### src/rtl/bp_pkg.sv
// Shared types and constants for the static branch predictor and its execute-stage resolver.
package bp_pkg;

  localparam int unsigned DataWidth = 32;

  localparam logic [6:0] OPC_BRANCH = 7'b1100011;
  localparam logic [6:0] OPC_JAL    = 7'b1101111;
  localparam logic [6:0] OPC_JALR   = 7'b1100111;

  typedef struct packed {
    logic [DataWidth-1:0] pc;
    logic [DataWidth-1:0] pred_target;
    logic                 pred_taken;
  } bp_entry_t;

  typedef enum logic [0:0] {
    RUN,
    FLUSH
  } res_state_t;

endpackage

### src/rtl/branch_resolver_if.sv
// Fetch/execute-facing signal bundle of the branch resolver.
interface branch_resolver_if #(
  parameter int unsigned DATA_WIDTH = 32
);

  logic                  push_valid;
  logic [DATA_WIDTH-1:0] push_pc;
  logic                  push_pred_taken;
  logic [DATA_WIDTH-1:0] push_pred_target;
  logic                  push_ready;
  logic                  res_valid;
  logic                  res_taken;
  logic [DATA_WIDTH-1:0] res_target;
  logic                  flush;
  logic [DATA_WIDTH-1:0] redirect_pc;
  logic                  queue_empty;
  logic                  res_error;
  logic [31:0]           branch_count;
  logic [31:0]           mispredict_count;

  modport master (
    output push_valid, push_pc, push_pred_taken, push_pred_target,
    output res_valid, res_taken, res_target,
    input  push_ready, flush, redirect_pc, queue_empty, res_error,
    input  branch_count, mispredict_count
  );

  modport slave (
    input  push_valid, push_pc, push_pred_taken, push_pred_target,
    input  res_valid, res_taken, res_target,
    output push_ready, flush, redirect_pc, queue_empty, res_error,
    output branch_count, mispredict_count
  );

endinterface

### src/rtl/pred_fifo.sv
// In-order queue of outstanding predictions; clear wins over push and pop.
module pred_fifo
  import bp_pkg::*;
#(
  parameter int unsigned DEPTH = 4
) (
  input  logic      clk,
  input  logic      rst_n,
  input  logic      push,
  input  logic      pop,
  input  logic      clear,
  input  bp_entry_t wdata,
  output bp_entry_t rdata,
  output logic      full,
  output logic      empty
);

  localparam int unsigned AW = $clog2(DEPTH);

  // Extra wrap bit distinguishes full from empty when the indices match.
  logic [AW:0] wr_ptr_q, rd_ptr_q;
  bp_entry_t   mem_q [DEPTH];

  always_ff @(posedge clk or negedge rst_n) begin
    if (!rst_n) begin
      wr_ptr_q <= '0;
      rd_ptr_q <= '0;
    end else if (clear) begin
      wr_ptr_q <= '0;
      rd_ptr_q <= '0;
    end else begin
      if (push && !full) wr_ptr_q <= wr_ptr_q + (AW+1)'(1);
      if (pop && !empty) rd_ptr_q <= rd_ptr_q + (AW+1)'(1);
    end
  end

  always_ff @(posedge clk) begin
    if (push && !full && !clear) mem_q[wr_ptr_q[AW-1:0]] <= wdata;
  end

  always_comb begin
    rdata = mem_q[rd_ptr_q[AW-1:0]];
    empty = (wr_ptr_q == rd_ptr_q);
    full  = (wr_ptr_q[AW] != rd_ptr_q[AW]) && (wr_ptr_q[AW-1:0] == rd_ptr_q[AW-1:0]);
  end

endmodule

### src/rtl/branch_resolver.sv
// Compares execute outcomes with recorded fetch predictions; flushes and redirects on mismatch.
module branch_resolver
  import bp_pkg::*;
#(
  parameter int unsigned DATA_WIDTH = 32,
  parameter int unsigned DEPTH      = 4
) (
  input  logic             clk,
  input  logic             rst_n,
  branch_resolver_if.slave bus
);

  res_state_t            state_q, state_d;
  bp_entry_t             head, push_entry;
  logic                  fifo_full, fifo_empty;
  logic                  in_run, push_acc, res_fire, mispredict, mis_fire, empty_res;
  logic [DATA_WIDTH-1:0] redirect_q;
  logic [31:0]           branch_q, mispred_q;
  logic                  res_error_q;

  always_comb begin
    push_entry = '{pc: bus.push_pc, pred_target: bus.push_pred_target,
                   pred_taken: bus.push_pred_taken};
    in_run     = (state_q == RUN);
    push_acc   = bus.push_valid && !fifo_full && in_run;
    res_fire   = bus.res_valid && in_run && !fifo_empty;
    empty_res  = bus.res_valid && in_run && fifo_empty;
    mispredict = (head.pred_taken != bus.res_taken) ||
                 (bus.res_taken && (head.pred_target != bus.res_target));
    mis_fire   = res_fire && mispredict;
  end

  // A mispredict clears the queue, which also drops any same-cycle wrong-path push.
  pred_fifo #(
    .DEPTH (DEPTH)
  ) u_pred_fifo (
    .clk   (clk),
    .rst_n (rst_n),
    .push  (push_acc),
    .pop   (res_fire),
    .clear (mis_fire),
    .wdata (push_entry),
    .rdata (head),
    .full  (fifo_full),
    .empty (fifo_empty)
  );

  always_ff @(posedge clk or negedge rst_n) begin
    if (!rst_n) state_q <= RUN;
    else        state_q <= state_d;
  end

  always_comb begin
    state_d = state_q;
    unique case (state_q)
      RUN:     if (mis_fire) state_d = FLUSH;
      FLUSH:   state_d = RUN;
      default: state_d = RUN;
    endcase
  end

  always_comb begin
    bus.flush      = (state_q == FLUSH);
    bus.push_ready = !fifo_full && (state_q == RUN);
  end

  always_ff @(posedge clk or negedge rst_n) begin
    if (!rst_n) begin
      redirect_q  <= '0;
      branch_q    <= '0;
      mispred_q   <= '0;
      res_error_q <= 1'b0;
    end else begin
      if (res_fire)  branch_q    <= branch_q + 32'd1;
      if (mis_fire)  mispred_q   <= mispred_q + 32'd1;
      if (empty_res) res_error_q <= 1'b1;
      if (mis_fire) begin
        redirect_q <= bus.res_taken ? bus.res_target : head.pc + DataWidth'(4);
      end
    end
  end

  always_comb begin
    bus.redirect_pc      = redirect_q;
    bus.queue_empty      = fifo_empty;
    bus.res_error        = res_error_q;
    bus.branch_count     = branch_q;
    bus.mispredict_count = mispred_q;
  end

endmodule

### src/flat_wrapper.sv
// flat-port wrapper written by rule: the top's interface ports become plain ports
module branch_resolver_flat import bp_pkg::*;
#(
  parameter int unsigned DATA_WIDTH = 32,
  parameter int unsigned DEPTH      = 4
)
  (clk, rst_n, bus_push_valid, bus_push_pc, bus_push_pred_taken, bus_push_pred_target, bus_res_valid, bus_res_taken, bus_res_target, bus_push_ready, bus_flush, bus_redirect_pc, bus_queue_empty, bus_res_error, bus_branch_count, bus_mispredict_count);
  branch_resolver_if #(.DATA_WIDTH(DATA_WIDTH)) bus_i ();
  input  logic clk;
  input  logic rst_n;
  input wire logic [$bits(bus_i.push_valid)-1:0] bus_push_valid;
  input wire logic [$bits(bus_i.push_pc)-1:0] bus_push_pc;
  input wire logic [$bits(bus_i.push_pred_taken)-1:0] bus_push_pred_taken;
  input wire logic [$bits(bus_i.push_pred_target)-1:0] bus_push_pred_target;
  input wire logic [$bits(bus_i.res_valid)-1:0] bus_res_valid;
  input wire logic [$bits(bus_i.res_taken)-1:0] bus_res_taken;
  input wire logic [$bits(bus_i.res_target)-1:0] bus_res_target;
  output wire logic [$bits(bus_i.push_ready)-1:0] bus_push_ready;
  output wire logic [$bits(bus_i.flush)-1:0] bus_flush;
  output wire logic [$bits(bus_i.redirect_pc)-1:0] bus_redirect_pc;
  output wire logic [$bits(bus_i.queue_empty)-1:0] bus_queue_empty;
  output wire logic [$bits(bus_i.res_error)-1:0] bus_res_error;
  output wire logic [$bits(bus_i.branch_count)-1:0] bus_branch_count;
  output wire logic [$bits(bus_i.mispredict_count)-1:0] bus_mispredict_count;
  assign bus_i.push_valid = bus_push_valid;
  assign bus_i.push_pc = bus_push_pc;
  assign bus_i.push_pred_taken = bus_push_pred_taken;
  assign bus_i.push_pred_target = bus_push_pred_target;
  assign bus_i.res_valid = bus_res_valid;
  assign bus_i.res_taken = bus_res_taken;
  assign bus_i.res_target = bus_res_target;
  assign bus_push_ready = bus_i.push_ready;
  assign bus_flush = bus_i.flush;
  assign bus_redirect_pc = bus_i.redirect_pc;
  assign bus_queue_empty = bus_i.queue_empty;
  assign bus_res_error = bus_i.res_error;
  assign bus_branch_count = bus_i.branch_count;
  assign bus_mispredict_count = bus_i.mispredict_count;
  branch_resolver #(.DATA_WIDTH(DATA_WIDTH), .DEPTH(DEPTH)) u_core (.clk(clk), .rst_n(rst_n), .bus(bus_i));
endmodule
### config.mk
export PLATFORM = sky130hd
export DESIGN_NAME = branch_resolver_flat
export DESIGN_NICKNAME = d
export VERILOG_FILES = /design/src/rtl/bp_pkg.sv /design/src/rtl/branch_resolver_if.sv /design/src/rtl/pred_fifo.sv /design/src/rtl/branch_resolver.sv /design/src/flat_wrapper.sv
export SDC_FILE = /design/constraint.sdc
export NUM_CORES = 1
export LEC_CHECK = 0
export CAP_MARGIN = 5
export CORE_AREA = 2 2 188 171
export DETAILED_ROUTE_END_ITERATION = 12
export DIE_AREA = 0 0 190 173
export PLACE_DENSITY = 0.85
export SYNTH_ARGS = -nofsm -noshare
export SYNTH_HDL_FRONTEND = slang
export SYNTH_SLANG_ARGS = --single-unit
### constraint.sdc
create_clock -name clk -period 5.4 [get_ports clk]
set_input_delay 1.08 -clock clk [delete_from_list [all_inputs] [get_ports clk]]
set_output_delay 1.08 -clock clk [all_outputs]
set_load 0.01 [all_outputs]
# [Word level (Yosys, flattened, before mapping)]
# Memory sizes are Yosys's and may differ from the RTL's.
# Index checks and enable logic that the tools add are counted.
# W data, S select, Z words.
[op_classes] n_reduce_logical=18 addsub=5 mux=9 n_eq_ne=5 bitwise_logic=1
[op_table] operator="$add A32 B1 Y32 const B" count=2
[op_table] operator="$add A32 B3 Y32 const B" count=1
[op_table] operator="$mux W32" count=1
[op_table] operator="$ne A32 B32 Y1" count=1
[op_table] operator="$logic_and A1 B1 Y1" count=12
[op_table] operator="$mux W3" count=4
[op_table] operator="$add A3 B1 Y3 const B" count=2
[op_table] operator="$reduce_bool A2 Y1" count=2
[op_table] operator="$eq A3 B3 Y1" count=1
[op_table] operator="$logic_not A1 Y1" count=3
[op_table] operator="$mux W1" count=3
[op_table] operator="$eq A2 B2 Y1" count=1
[op_table] operator="$ne A1 B1 Y1" count=2
[op_table] operator="$pmux W1 S2" count=1
[op_table] operator="$logic_or A1 B1 Y1" count=1
[op_table] operator="$not A1 Y1" count=1
[word_totals] regBits=104 wordCells=46 ramBits=260 n_memories=1
[memory_table] memory="u_core.u_pred_fifo.mem_q" words=4 word_bits=65 rd=1 rd_clocked_by_memory_dff=0 write_ports=1 line_no="pred_fifo.sv:22" rtl="bp_entry_t mem_q [DEPTH];"

# [Logic depth before layout (Yosys ltp)]
[depth] word_depth=9 mapped_depth=14

# [Cells and area by module]
# From an unflattened synthesis, not the netlist that was laid out.
[hier_totals] cells_unflattened=952 area_unflattened_um2=15389.8
[modules_own_cells] mod="pred_fifo" cells_each=404 area_each_um2=9920.8 seq_area_each_um2=7957.6 n_inst=1
[modules_own_cells] mod="branch_resolver" cells_each=548 area_each_um2=5469.0 seq_area_each_um2=2452.4 n_inst=1

# [Least setup slack after synthesis]
# No wires, ideal clock.
[synth_timing] kind="input -> register" start="input port bus_res_target[10]" end="memory u_core.u_pred_fifo.mem_q[3][0] in the netlist's numbering, enable pin" path_stages=8 t_required_ns=4.912 setup_ns=0.488 setup_slack_ns=-0.244 arrival_ns=5.156 path_cell_list="xor2_1 a311oi_2 o2111ai_1 or4_1 o21ai_2 buf_4 inv_2 nor2_1"
[synth_via] elab_chain_len=8
[synth_lines] element="start, declared" line_no="flat_wrapper.sv:17" rtl="input wire logic [$bits(bus_i.res_target)-1:0] bus_res_target;"
[synth_lines] element="$ne A32 B32 Y1" line_no="branch_resolver.sv:29" rtl="(bus.res_taken && (head.pred_target != bus.res_target));"
[synth_lines] element="$logic_and A1 B1 Y1" line_no="branch_resolver.sv:29"
[synth_lines] element="$logic_or A1 B1 Y1" line_no="branch_resolver.sv:28" rtl="mispredict = (head.pred_taken != bus.res_taken) ||"
[synth_lines] element="$logic_and A1 B1 Y1" line_no="branch_resolver.sv:30" rtl="mis_fire = res_fire && mispredict;"
[synth_lines] element="$logic_not A1 Y1" line_no="pred_fifo.sv:38" rtl="if (push && !full && !clear) mem_q[wr_ptr_q[AW-1:0]] <= wdata;"
[synth_lines] element="$logic_and A1 B1 Y1" line_no="pred_fifo.sv:38"
[synth_lines] element="$mux W1" line_no="pred_fifo.sv:38"
[synth_lines] element="$mux W1 (implied by the code)" line_no="pred_fifo.sv:38"
[synth_lines] element="end, declared" line_no="pred_fifo.sv:22"
# No other way between the ends.

# [Worst setup path in the final report]
[layout_timing] start="register u_core.u_pred_fifo.rd_ptr_q[0]" end="memory u_core.u_pred_fifo.mem_q[3][26] in the netlist's numbering, enable pin"
[layout_via] elab_chain_len=9 word_cells_on_any_way=19
[layout_lines] element="start, declared" line_no="pred_fifo.sv:21" rtl="logic [AW:0] wr_ptr_q, rd_ptr_q;"
[layout_lines] element="start signal, assigned" line_no="pred_fifo.sv:33" rtl="if (pop && !empty) rd_ptr_q <= rd_ptr_q + (AW+1)'(1);"
[layout_lines] element="$mem_v2 Z4 W65 or $eq A2 B2 Y1 (tied branches)"
[layout_lines] element="$ne A32 B32 Y1 or $logic_and A1 B1 Y1 (tied branches)" line_no="branch_resolver.sv:29, pred_fifo.sv:44"
[layout_lines] element="$logic_and A1 B1 Y1 or $logic_not A1 Y1 (tied branches)" line_no="branch_resolver.sv:29, pred_fifo.sv:38, branch_resolver.sv:25"
[layout_lines] element="$logic_or A1 B1 Y1 or $logic_and A1 B1 Y1 (tied branches)" line_no="branch_resolver.sv:28, branch_resolver.sv:25"
[layout_lines] element="$logic_and A1 B1 Y1 (on tied branches)" line_no="branch_resolver.sv:30, branch_resolver.sv:25"
[layout_lines] element="$logic_not A1 Y1 or $logic_and A1 B1 Y1 (tied branches)" line_no="pred_fifo.sv:38"
[layout_lines] element="$logic_and A1 B1 Y1 (*)" line_no="pred_fifo.sv:38"
[layout_lines] element="$mux W1 (*)" line_no="pred_fifo.sv:38"
[layout_lines] element="$mux W1 (implied by the code) (*)" line_no="pred_fifo.sv:38"
# Mark *: on every way between the ends. The rest lies on a longest branch, timed or not.

==> metrics.md <==
| Metric | Value |
|---|---|
| Outcome | finished clean |
| DRT antenna net count | 0 |
| Total Die Area | 32900 µm² |
| First-pass GRT wire length | 55200 µm |
| Leakage power | 6.78 nW |
| H-tree levels | 2 |
| P&R area growth vs syn | 24.1% |
| Fin. max-slew vios | 0 |
| Pwr dens | 497 nW/µm² |
| Multiplexer share of the synthesized area | 10.8% |
| Synthesized area | 15300 µm² |
| Largest net degree at the start of global routing | 66 |
| Vias in the first global route | 9309 |
| Layout cells sized above 1 | 12.2% |
| Post-synth EDFFs | 260 |
| Fmax | 215 MHz |
| Worst hold path type | reg -> reg |
| Final period util | 86.2% |
| TritonCTS clock tree | yes |
| RSZ-0062 raised after global routing | no |
| Root Driver | clkbuf_16 |
| Adder-cell share of the synthesized area | 0.656% |
| Antenna violations before repair | 2 |
| Slowest CP cell | dfrtp_4 |
| Final Skew | 21.3 ps |
| Detailed placement HPWL | 25400 µm |
| Cells after Synth | 971 |
| Post-Route WL | 36500 µm |
| Syn nets | 1081 |
| DRC | 0 |
| Post-Synth Simple-Gate Area | 8.64% |
| Avg Cell Area, Syn | 15.7 µm² |
| Drt wl/cell | 22.4 µm |
| Clk_lat worst skew | 530 ps |
| Final setup viols | 0 |
| Post-Synth XOR/XNOR Area | 7.00% |
| Core Region | 30800 µm² |
| Vias per cell | 5.75 |
| CP endpoint kind | register |
| Yosys reg bits | 364 |
| Cell Chain, Critical Path | mux4_2, xor2_1, a311oi_2, o2111ai_1, or4_1, o21ai_4, buf_4, inv_2, nor2_4, buf_12 |
| CTS resizes | 0 |
| Top cell type's share of synthesized area | 51.1% |
| Hold-fix buffer count after cts | 0 |
| Main combinational cell family by area after synthesis | multiplexers |
| Setup CP Type | reg -> reg |
| Crit-path max FO | 65 |
| Ports | 202 |
| Initial DRC count | 944 |
| All-Layer GR Usage | 22.2% |
| Global route overflow | 0 |
| Nets | 1302 |
| Async S/R FF share, synth | 28.6% |
| Post-synthesis cell type count | 50 |
| Post-placement cell count | 1563 |
| Pre-Repair DR Iteration Count | 5 |
| Row cnt | 61 |
| Placer Congestion | 0.862 |
| Die height | 173 µm |
| Max IR drop VDD | 0.000311 V |
| Final Non-Filler Cells | 1630 |
| Final min period | 4660 ps |
| Crit path required time | 5560 ps |
| WP buf/inv | 3 |
| TNS Setup | 0 ps |
| Area leader, netlist | edfxtp_1 |
| Headroom to the max-slew limit | 42.6% |
| Slowest cell delay on critical path | 980 ps |
| Complex-gate fraction of the synthesized area | 2.67% |
| Maximum clock path buffer count | 3 |
| Initial Util | 49.6% |
| Total number of vias | 9376 |
| Die X-Extent | 190 µm |
| Setup repair bufs after CTS | 0 |
| Worst-path clk slew | 60 ps |
| Final hold vios | 0 |
| Seq/Total Area, Yosys | 68.2% |
| Clock Sinks | 364 |
| I/O Buffers | 201 |
| Crit path DAT | 4820 ps |
| Worst-Margin Slew | 860 ps |
| CP Launch Type | register |
| Number of CTS-inserted buffers | 36 |
| CP delay by family, top | buffers and inverters |
| Top_reg_cell synth | edfxtp_1 |
| Ys Warns | 0 |
| Synth area leaders | edfxtp_1, dfrtp_1, mux4_2, xnor2_1, xor2_1 |
| Max-Cap Viols | 0 |
==> sequential cells by signal, indices dropped and copies added, names as in the netlist <==
name,flops
u_core.bus.branch_count,32
u_core.u_pred_fifo.rd_ptr_q,3
u_core.bus.redirect_pc,32
u_core.u_pred_fifo.wr_ptr_q,3
u_core.u_pred_fifo.mem_q,260
u_core.bus.mispredict_count,32
u_core.bus.res_error,1
u_core.bus.flush,1
==> cells in the mapped netlist (all sizes together) (2+ instances only) <==
master / number
mux2i: 20
nor2b: 6
xor2: 55
nand4: 24
nor2: 53
nor3b: 5
dfrtp: 104
nand2: 73
mux4: 61
clkbuf: 9
nand3b: 3
inv: 16
buf: 27
and2: 9
xnor2: 67
nand3: 31
o21ai: 34
nor4: 15
a21oi: 22
ha: 8
and4: 3
o31ai: 2
a21o: 3
nor4b: 4
mux2: 7
a22oi: 2
edfxtp: 260
nor3: 21
and3: 13
==> logic make-up (layout without fill, tap and decap cells) <==
family | count (synthesis) | count (layout)
AO/OA/AOI/OAI | 71 | 71
XOR/XNOR | 122 | 122
adder cells (fa/ha/maj) | 8 | 8
buffers and inverters | 52 | 301
flip-flops | 364 | 364
multiplexers | 88 | 88
other | 0 | 1
AND/OR/NAND/NOR | 266 | 266
==> layer usage <==
| layer | wire length [µm] | track usage (%) | vias to the layer above |
|---|---|---|---|
| met2 | 17400 | 35.9 | 533 |
| met1 | 14300 | 30.2 | 4660 |
| li1 | - | - | 4112 |
| met4 | 1050 | 7.20 | 2 |
| met3 | 3720 | 5.01 | 69 |
| met5 | 13 | 0 | - |
==> final cells by class <==
cell class	count	area [µm²]
Timing Repair Buffer	219	2190
Clock inverter	12	145
Inverter	16	60.1
Clock buffer	54	1050
Sequential cell	364	10400
Multi-Input combinational cell	555	4570
Tap cell	409	512
Antenna cell	1	2.50
Fill cell	2193	11800
==> per-stage QoR <==
stage	hold slack, ps	area, µm²	power (W)	setup slack [ps]	utilization (%)
floorplan	493	15300	0.00583	842	-
global placement	443	17700	0.00684	826	57.7
detailed placement	449	17700	0.00693	775	57.7
CTS	463	18900	0.00947	741	61.6
global route	479	18900	0.00983	544	61.6
finish	457	18900	0.00942	743	61.6
==> report_power, final <==
| part | total, W | switching, W | internal, W | leakage, nW |
|---|---|---|---|---|
| Clock | 0.00252 | 0.00102 | 0.00150 | 0.588 |
| Combinational | 0.00294 | 0.00159 | 0.00135 | 2.49 |
| Sequential | 0.00396 | 0.000373 | 0.00359 | 3.71 |
| Total | 0.00942 | 0.00299 | 0.00643 | 6.78 |
==> worst register-to-register path, stage by stage (launching register included) <==
cell	delay (ps)
dfrtp_4	980
mux4_2	620
xor2_1	160
a311oi_2	350
o2111ai_1	220
or4_1	510
o21ai_4	210
buf_4	480
inv_2	210
nor2_4	170
buf_12	350
==> cell usage in the layout, fill, tap and decap left out, types with 31 or more instances in the layout <==
cell | Yosys | layout
clkbuf_16 | 0 | 38
clkdlybuf4s50_1 | 0 | 199
dfrtp_1 | 104 | 102
edfxtp_1 | 260 | 260
mux4_2 | 61 | 61
nand2_1 | 73 | 73
nand3_1 | 31 | 31
nor2_1 | 53 | 52
xnor2_1 | 67 | 67
xor2_1 | 55 | 55
==> worst paths after layout <==
path	startpoint	end	slack [ps]	cells past startpoint
setup reg to reg	u_core.u_pred_fifo.rd_ptr_q[0]	u_core.u_pred_fifo.mem_q[3][26]	740	10
min in group asynchronous	rst_n	u_core.bus.branch_count[14]	610	1
setup / recovery	u_core.u_pred_fifo.rd_ptr_q[0]	u_core.u_pred_fifo.mem_q[3][26]	740	10
hold reg to reg	u_core.bus.res_error	u_core.bus.res_error	460	1
hold / removal	u_core.bus.res_error	u_core.bus.res_error	460	1
max in group asynchronous	rst_n	u_core.u_pred_fifo.rd_ptr_q[0]	3560	2
Power figures use the tool's default switching activity.
